### src/rtl/dino_pkg.sv
// Shared screen geometry and obstacle slot type
// for the dino runner pixel pipeline.
package dino_pkg;

  localparam int SCREEN_W   = 640;
  localparam int GROUND_ROW = 400;

  localparam int ROW_W = 9;
  localparam int COL_W = 10;
  localparam int POS_W = 11;

  typedef struct packed {
    logic             valid;
    logic [POS_W-1:0] r;
  } obs_slot_t;

endpackage

### src/rtl/lfsr16.sv
// 16-bit Galois LFSR (taps 16,14,13,11), free running
// from reset; shared source of spawn randomness.
module lfsr16 #(
  parameter logic [15:0] SEED = 16'hACE1
) (
  input  logic        CLK,
  input  logic        rst,
  output logic [15:0] state
);

  localparam logic [15:0] TAPS = 16'hB400;

  logic [15:0] state_q;
  logic [15:0] state_d;

  always_comb begin
    state_d = {1'b0, state_q[15:1]};
    if (state_q[0]) state_d = state_d ^ TAPS;
  end

  always_ff @(posedge CLK or posedge rst) begin
    if (rst) state_q <= SEED;
    else     state_q <= state_d;
  end

  assign state = state_q;

endmodule

### src/rtl/obstacle_field.sv
// Scrolling cactus field: spawn/scroll/despawn per frame,
// dinosaur collision pulse and registered pixel responder.
module obstacle_field #(
  parameter int          MAX_OBS    = 4,
  parameter int          SCREEN_W   = 640,
  parameter int          GROUND_ROW = 400,
  parameter int          OBS_W      = 16,
  parameter int          OBS_H      = 32,
  parameter int          DINO_X     = 64,
  parameter int          DINO_W     = 24,
  parameter int          MIN_GAP    = 40,
  parameter logic [15:0] LFSR_SEED  = 16'hACE1
) (
  input  logic                         CLK,
  input  logic                         rst,
  input  logic                         frame_tick,
  input  logic                         restart,
  input  logic                         game_status,
  input  logic [3:0]                   speed,
  input  logic [5:0]                   dinosaur_height,
  input  logic [dino_pkg::ROW_W-1:0]   row_addr,
  input  logic [dino_pkg::COL_W-1:0]   col_addr,
  output logic                         px_obstacle,
  output logic                         hit
);

  import dino_pkg::*;

  typedef logic [POS_W-1:0] pos_t;

  localparam pos_t SPAWN_R = pos_t'(SCREEN_W + OBS_W - 1);
  localparam pos_t W_P     = pos_t'(OBS_W);
  localparam pos_t SCR_P   = pos_t'(SCREEN_W);
  localparam pos_t TOP_P   = pos_t'(GROUND_ROW - OBS_H);
  localparam pos_t BOT_P   = pos_t'(GROUND_ROW - 1);
  localparam pos_t DL_P    = pos_t'(DINO_X);
  localparam pos_t DR_P    = pos_t'(DINO_X + DINO_W - 1);
  localparam pos_t H_P     = pos_t'(OBS_H);
  localparam logic [6:0] GAP0 = 7'(MIN_GAP);

  obs_slot_t  slot_q [MAX_OBS];
  obs_slot_t  slot_d [MAX_OBS];
  pos_t       left_e [MAX_OBS];
  logic [6:0] gap_q, gap_d, gap_dec;
  logic       px_q, px_d;
  logic       hit_q, hit_d;
  logic       coll;
  logic       placed;
  logic [15:0] lfsr;
  logic       unused_lfsr;

  pos_t row11, col11, spd11;

  lfsr16 #(.SEED(LFSR_SEED)) u_lfsr (
    .CLK   (CLK),
    .rst   (rst),
    .state (lfsr)
  );

  assign unused_lfsr = ^lfsr[15:6];

  assign row11 = pos_t'(row_addr);
  assign col11 = pos_t'(col_addr);
  assign spd11 = pos_t'(speed);

  // left edge clamps to column 0 instead of wrapping
  always_comb begin
    for (int i = 0; i < MAX_OBS; i++) begin
      if (slot_q[i].r + pos_t'(1) >= W_P)
        left_e[i] = slot_q[i].r - (W_P - pos_t'(1));
      else
        left_e[i] = '0;
    end
  end

  always_comb begin
    px_d = 1'b0;
    coll = 1'b0;
    for (int i = 0; i < MAX_OBS; i++) begin
      if (slot_q[i].valid) begin
        if (row11 >= TOP_P && row11 <= BOT_P &&
            col11 >= left_e[i] && col11 <= slot_q[i].r &&
            col11 < SCR_P)
          px_d = 1'b1;
        if (slot_q[i].r >= DL_P && left_e[i] <= DR_P)
          coll = 1'b1;
      end
    end
    if (pos_t'(dinosaur_height) >= H_P) coll = 1'b0;
  end

  always_comb begin
    slot_d  = slot_q;
    gap_d   = gap_q;
    hit_d   = 1'b0;
    placed  = 1'b0;
    gap_dec = (gap_q != 7'd0) ? gap_q - 7'd1 : 7'd0;
    if (restart) begin
      for (int i = 0; i < MAX_OBS; i++) slot_d[i] = '0;
      gap_d = GAP0;
    end else if (frame_tick && game_status) begin
      hit_d = coll;
      // free slots are judged on pre-scroll validity
      for (int i = 0; i < MAX_OBS; i++) begin
        if (slot_q[i].valid) begin
          if (slot_q[i].r < spd11) slot_d[i] = '0;
          else slot_d[i].r = slot_q[i].r - spd11;
        end else if (!placed && gap_dec == 7'd0) begin
          slot_d[i].valid = 1'b1;
          slot_d[i].r     = SPAWN_R;
          placed          = 1'b1;
        end
      end
      gap_d = placed ? GAP0 + {1'b0, lfsr[5:0]} : gap_dec;
    end
  end

  always_ff @(posedge CLK or posedge rst) begin
    if (rst) begin
      for (int i = 0; i < MAX_OBS; i++) slot_q[i] <= '0;
      gap_q <= GAP0;
      px_q  <= 1'b0;
      hit_q <= 1'b0;
    end else begin
      slot_q <= slot_d;
      gap_q  <= gap_d;
      px_q   <= px_d;
      hit_q  <= hit_d;
    end
  end

  assign px_obstacle = px_q;
  assign hit         = hit_q;

endmodule

### config.mk
export PLATFORM = sky130hd
export DESIGN_NAME = obstacle_field
export DESIGN_NICKNAME = d
export VERILOG_FILES = /design/src/rtl/dino_pkg.sv /design/src/rtl/lfsr16.sv /design/src/rtl/obstacle_field.sv
export SDC_FILE = /design/constraint.sdc
export NUM_CORES = 1
export LEC_CHECK = 0
export CORE_MARGIN = 5
export CORE_UTILIZATION = 34
export DETAILED_ROUTE_END_ITERATION = 10
export PLACE_DENSITY = 0.6
export SYNTH_ARGS = -nofsm -noshare
export SYNTH_HDL_FRONTEND = slang
export SYNTH_SLANG_ARGS = --single-unit
### constraint.sdc
create_clock -name CLK -period 3.6 [get_ports CLK]
set_input_delay 0.72 -clock CLK [delete_from_list [all_inputs] [get_ports CLK]]
set_output_delay 0.72 -clock CLK [all_outputs]
set_load 0.03 [all_outputs]
==> results of run 1 <==
==> cell usage in the layout (no fill, tap or decap), types with 4 or more instances in the layout <==
cell / n
ha_1: 106
nand2_1: 100
nor2_1: 72
dfrtp_1: 62
inv_1: 61
o21ai_0: 55
buf_4: 54
xnor2_1: 50
a21oi_1: 47
nand3_1: 35
clkdlybuf4s50_1: 26
nand4_1: 16
nor3_1: 14
nand2b_1: 13
a21o_1: 13
o211ai_1: 12
and2_1: 11
a211oi_1: 11
xor2_1: 11
o21a_1: 10
dfstp_2: 10
nor2b_1: 9
o21ai_1: 9
clkbuf_16: 9
a31oi_1: 8
nor4_1: 7
or3_1: 6
a22o_1: 6
and3_1: 6
a2111oi_0: 6
a21boi_1: 5
and4_1: 5
o2bb2ai_1: 4
o32ai_1: 4
o22ai_1: 4
a221o_1: 4
a221oi_1: 4
o31ai_1: 4
fa_1: 4
==> layout make-up <==
cell class | count | share of cell area [%]
multi-input combinational | 733 | 60.2
clock inverter | 3 | 0.755
clock buffer | 13 | 2.90
tap | 280 | 4.07
sequential | 73 | 21.4
timing repair buffer | 81 | 7.96
inverter | 63 | 2.76
==> metrics by stage <==
step	cell area, sq um	cells	util (%)	total power (uW)	hold WS [ps]
6_report	8620	1246	39.7	3200	353
5_1_grt	8620	1246	39.7	3440	357
4_1_cts	8600	1246	39.7	3210	356
3_5_place_dp	8290	1230	38.2	2220	344
3_3_place_gp	8290	1230	38.2	2200	334
2_1_floorplan	7420	912	-	1840	331
==> worst max-delay path by stage <==
stage	from	end	slack [ps]	cells after the start
floorplan	slot_q[1]$_DFFE_PP0P_	px_obstacle$_DFF_PP0_	310	15
global placement	speed[1]	slot_q[30]$_DFFE_PP0P_	130	10
detailed placement	slot_q[0]$_DFFE_PP0P_	px_obstacle$_DFF_PP0_	100	13
CTS	slot_q[0]$_DFFE_PP0P_	px_obstacle$_DFF_PP0_	40	13
global route	slot_q[0]$_DFFE_PP0P_	px_obstacle$_DFF_PP0_	2	13
finish	slot_q[0]$_DFFE_PP0P_	px_obstacle$_DFF_PP0_	140	13
==> cell usage after synthesis, drive strengths merged (5+ instances only) <==
cell type  number
nand4          16
a211oi         11
a31oi           8
a311oi          5
clkbuf         35
and3            6
dfrtp          63
xor2           11
o211ai         13
a21o           13
inv            62
or3             6
nand3          35
o21a           10
nor2           74
and4            5
xnor2          50
nand2b         13
nor4           10
nor3           14
nor2b           9
dfstp          10
a22o            6
a2111oi         7
nand2         100
a21oi          47
and2           11
ha            106
o21ai          64
a21boi          6
buf             8
==> per-layer routing <==
metal	track usage [%]	wire length, microns	up-vias
met5	0	0	-
met4	4.30	388	0
met3	2.60	754	26
met2	28.1	9700	142
met1	24.1	10100	3277
li1	-	-	3402
==> power breakdown <==
group | internal [uW] | leakage, uW | switching [uW]
Combinational | 578 | 0.00261 | 710
Sequential | 860 | 0.000965 | 79.8
Clock | 625 | 0.000154 | 346
Total | 2060 | 0.00373 | 1140
==> logic make-up (layout without fill, tap and decap cells) <==
family / Yosys count / after routing / synth area share, %
AND/OR/NAND/NOR: 313 / 313 / 20.7
flip-flops: 73 / 73 / 24.8
buffers and inverters: 106 / 160 / 5.48
multiplexers: 1 / 1 / 0.152
XOR/XNOR: 61 / 61 / 7.20
AO/OA/AOI/OAI: 248 / 248 / 22.7
adder cells (fa/ha/maj): 110 / 110 / 19.0
==> repair_timing <==
item	in CTS	in global routing
setup endpoints to repair	0	1
endpoints found under the hold margin	0	0
gates resized for setup	0	5
==> sequential cells by signal, summed over array words and instances, names as in the netlist <==
name,count
gap_q,7
hit,1
px_obstacle,1
slot_q,48
u_lfsr.state,16
==> worst max-delay path, cell delays in order (launching register included) <==
cell and delay (ps):
dfrtp_1 410, ha_1 250, and3_1 230, o31a_1 240
a211o_1 280, and2_1 180, ha_1 250, nand2b_1 130
a31oi_1 160, o21ai_0 150, a2111oi_2 380, o21ai_1 140
a22oi_1 280, a31oi_1 200
==> impl_metrics.ini, run 1 <==
[synthesis]
netlist_area_sq_um = 7420
synth_seq_area_share_pct = 24.8
async_reset_ff_share_pct = 100
synth_nets = 1056
synth_edf_count = 0
ys_warn_count = 0
synthCells = 912
yosys.area.top_type = dfrtp_1
ys.flop_type = dfrtp_1
syn_avg_cell_area_sq_um = 8.14
synth_area_leaders = dfrtp_1, ha_1, xnor2_1, nand2_1, o21ai_0
synth_cell_types = 76
ys_ff_latch = 73
yosys.area.top_type_share_pct = 21.2

[die]
fp.dieH_microns = 158
die_area_sq_um = 24900
io_pins = 36
num_rows = 54
core_sq_um = 21700
start_util_pct = 34.2
die_width_microns = 158

[detailed_routing]
ant_nets = 0
totalWireLength_microns = 21000
via_per_inst = 5.50
routedWlPerCell_microns = 16.8
firstDrtPassIters = 5
drtIter0Drc = 370
drcViolationCount = 0
vias = 6847

[worst_setup_path]
path_class = reg -> reg
cp-end-kind = flip-flop
crit_required_ps = 3780
r2r_end = px_obstacle$_DFF_PP0_
critPathMaxFanout = 5
rr_startpoint = slot_q[0]$_DFFE_PP0P_
start_kind = flip-flop
critPathArrivalTime_ps = 3640
ff2ff_setup_slack_ps = 140
worstRegToRegCells = 13

[final_layout]
final_nets = 1105
regArea_sq_um = 1840
multi_input_area_sq_um = 5190
synthToLayoutAreaGrowth_pct = 16.2
drive_gt1_share_pct = 9.83
antenna_cells = 0
n_fill_cell = 2189

[clocking]
cts_root_buf = clkbuf_16
cts_hold_buf = 0
clockBufferDepth = 2
cts_setup_buffers = 0
cts_tree = built
cts_made_buffers = 9
clk_latency_ps = 340
cts.sinks = 73
htreeDepth = 3
clk_pin_slew_ps = 60

[sta]
worst_slew_pin_slew_ps = 827
slew_viol_final = 0
post-route-period-util_pct = 96.2
setup_viol = 0
min_period_ps = 3460
fin_tns_setup_ps = 0
worst_slack_ps = 139
clock-skew-final_ps = 6.43
fmax_mhz = 289
rsz0062_at_grt = no
slew_headroom_pct = 44.4
hold_violations = 0

[placed_design]
dp_slack_ps = 100
place_congestion = 0.891
portBuffers = 26
hpwlAfterDp_microns = 16200

[power]
vdd_drop_max_mv = 0.223
power.density_nw_per_um2 = 371
leakage_uw = 0.00373

[global_routing]
grt_max_degree = 40
grt_pass1_vias = 6505
antenna_found_initial = 0
grt_use_total_pct = 17.3
globalRouteOverflowTotal = 0
grt_pass1_wl_microns = 34300

[worst_hold_path]
hold_end = u_lfsr.state[11]$_DFF_PP1_
min_path_type = reg -> reg
min_path_cells = 0
min-delay-start = u_lfsr.state[12]$_DFF_PP0_

[status]
status = complete, no violations

[job]
maxCapViolCount = 0
(Power assumes the default switching activity.)
==> run 2, diff against run 1 <==
SKIP_CTS_REPAIR_TIMING = 1   (was unset)
==> results of run 2 <==
No change in the layout: final DEF, timing and power equal those of run 1.
==> run 3, diff against run 2 <==
SETUP_SLACK_MARGIN = 0.05   (was unset)
==> run 3 against run 2 <==
Compared with the run above: critical path depth unchanged; via count decreased by 0.45%; first-iteration DRC count increased by 14%; global-route usage unchanged; sequential share of layout area about the same; clock-buffer cell count unchanged; register-to-register slack improved by 40 ps; non-clock buffer count unchanged; cell count unchanged; critical endpoint unchanged; clock skew about the same.
==> impl_metrics.ini, run 3 (synthesized netlist as in run 1, its figures left out) <==
[status]
status = complete, no violations

[final_layout]
design_area_sq_um = 8630
top_register = slot_q
synthToLayoutAreaGrowth_pct = 16.3
final_nets = 1105
fin_cells = 1246
drive_gt1_share_pct = 10.0
largest_reg_flops = 48
antenna_cells = 0
mostFrequentLayoutCells = ha_1, nand2_1, nor2_1
layout_commonest_cell = ha_1

[power]
power.internal_uw = 2060
pwr-share-seq_pct = 29.3
p_sw_share_pct = 35.6
p_sw_uw = 1140
leakage_uw = 0.00373
vdd_drop_max_mv = 0.223
power_frac_comb_pct = 40.4
power.density_nw_per_um2 = 371
p_clk_share_pct = 30.3

[worst_setup_path]
endpoint = px_obstacle$_DFF_PP0_
cp-end-kind = flip-flop
max_stage_delay_ps = 410
rr_startpoint = slot_q[0]$_DFFE_PP0P_
critical_path.cell_chain = ha_1, and3_1, o31a_1, a211o_1, and2_1, ha_1, nand2b_1, a31oi_1, o21ai_0, a2111oi_2, o21ai_1, a22oi_2, a31oi_2
crit_required_ps = 3800
ff2ff_setup_slack_ps = 180
startpoint = slot_q[0]$_DFFE_PP0P_
path_class = reg -> reg
crit_slowest_cell = dfrtp_1
critPathMaxFanout = 5
r2r_end = px_obstacle$_DFF_PP0_
start_kind = flip-flop
worstRegToRegCells = 13
crit_top_cell = ha_1
critPathArrivalTime_ps = 3610

[clocking]
clk_pin_slew_ps = 60
clockBufferDepth = 2
cts_tree = built
clk_latency_ps = 340
cts_root_buf = clkbuf_16
cts_made_buffers = 9
cts.sinks = 73
htreeDepth = 3

[detailed_routing]
drcViolationCount = 0
drtIter0Drc = 423
vias = 6816
firstDrtPassIters = 5
routedWlPerCell_microns = 16.9
totalWireLength_microns = 21000
via_per_inst = 5.47
ant_nets = 0

[sta]
worst_slew_pin_slew_ps = 830
slew_headroom_pct = 44.2
slew_viol_final = 0
hold_violations = 0
clock-skew-final_ps = 6.51
setup_viol = 0
post-route-period-util_pct = 94.9
hold_ws_ps = 353
fin_tns_setup_ps = 0
worst_slack_ps = 183
min_period_ps = 3420
fmax_mhz = 293
rsz0062_at_grt = no

[die]
start_util_pct = 34.2
fp.dieH_microns = 158
core_sq_um = 21700
die_area_sq_um = 24900
die_width_microns = 158
num_rows = 54
io_pins = 36

[global_routing]
grt_use_total_pct = 17.3
grt_pass1_vias = 6505
grt_max_degree = 40
grt_pass1_wl_microns = 34300
antenna_found_initial = 0
globalRouteOverflowTotal = 0

[placed_design]
hpwlAfterDp_microns = 16200
numPlacedInstances = 1230
portBuffers = 26
placed_area_sq_um = 8290
place_congestion = 0.891
dp_slack_ps = 100

[worst_hold_path]
min_path_type = reg -> reg

[job]
maxCapViolCount = 0
run 3: power groups by stage:
stage          Clock (uW)  Combinational, uW  Sequential, uW
2_1_floorplan           0                939             904
4_1_cts               995               1280             937
3_5_place_dp            0               1270             951
6_report              971               1290             940
3_3_place_gp            0               1250             950
5_1_grt              1030               1470             947
run 3: worst min path at each step:
stage	slack, ps	from	endpoint	cells past startpoint
after floorplan	330	u_lfsr.state[9]$_DFF_PP0_	u_lfsr.state[8]$_DFF_PP0_	0
after global placement	330	u_lfsr.state[9]$_DFF_PP0_	u_lfsr.state[8]$_DFF_PP0_	0
after detailed placement	340	u_lfsr.state[12]$_DFF_PP0_	u_lfsr.state[11]$_DFF_PP1_	0
after CTS	360	u_lfsr.state[7]$_DFF_PP1_	u_lfsr.state[6]$_DFF_PP1_	0
after global routing	360	u_lfsr.state[7]$_DFF_PP1_	u_lfsr.state[6]$_DFF_PP1_	0
final	350	u_lfsr.state[12]$_DFF_PP0_	u_lfsr.state[11]$_DFF_PP1_	0
run 3: cell type report:
cell class | instances | area, sq um
multi-input combinational | 733 | 5200
clock buffer | 13 | 250
fill | 2186 | 13100
inverter | 63 | 238
sequential | 73 | 1840
clock inverter | 3 | 65.1
tap | 280 | 350
timing repair buffer | 81 | 686
run 3: stage by stage:
stage,util [%],total power [uW]
global placement,38.2,2200
CTS,39.7,3210
floorplan,-,1840
detailed placement,38.2,2220
global route,39.8,3440
finish,39.8,3210
run 3: critical path: cells and delay by family (launching register included):
family | cells | cell delay, ps
AO/OA/AOI/OAI | 8 | 1800
flip-flops | 1 | 410
AND/OR/NAND/NOR | 3 | 530
adder cells (fa/ha/maj) | 2 | 500
run 3: metal layers:
layer / track usage, % / wire [microns]
met2: 28.1 / 9730
met5: 0 / 0
met3: 2.60 / 609
met1: 24.1 / 10300
met4: 4.30 / 381
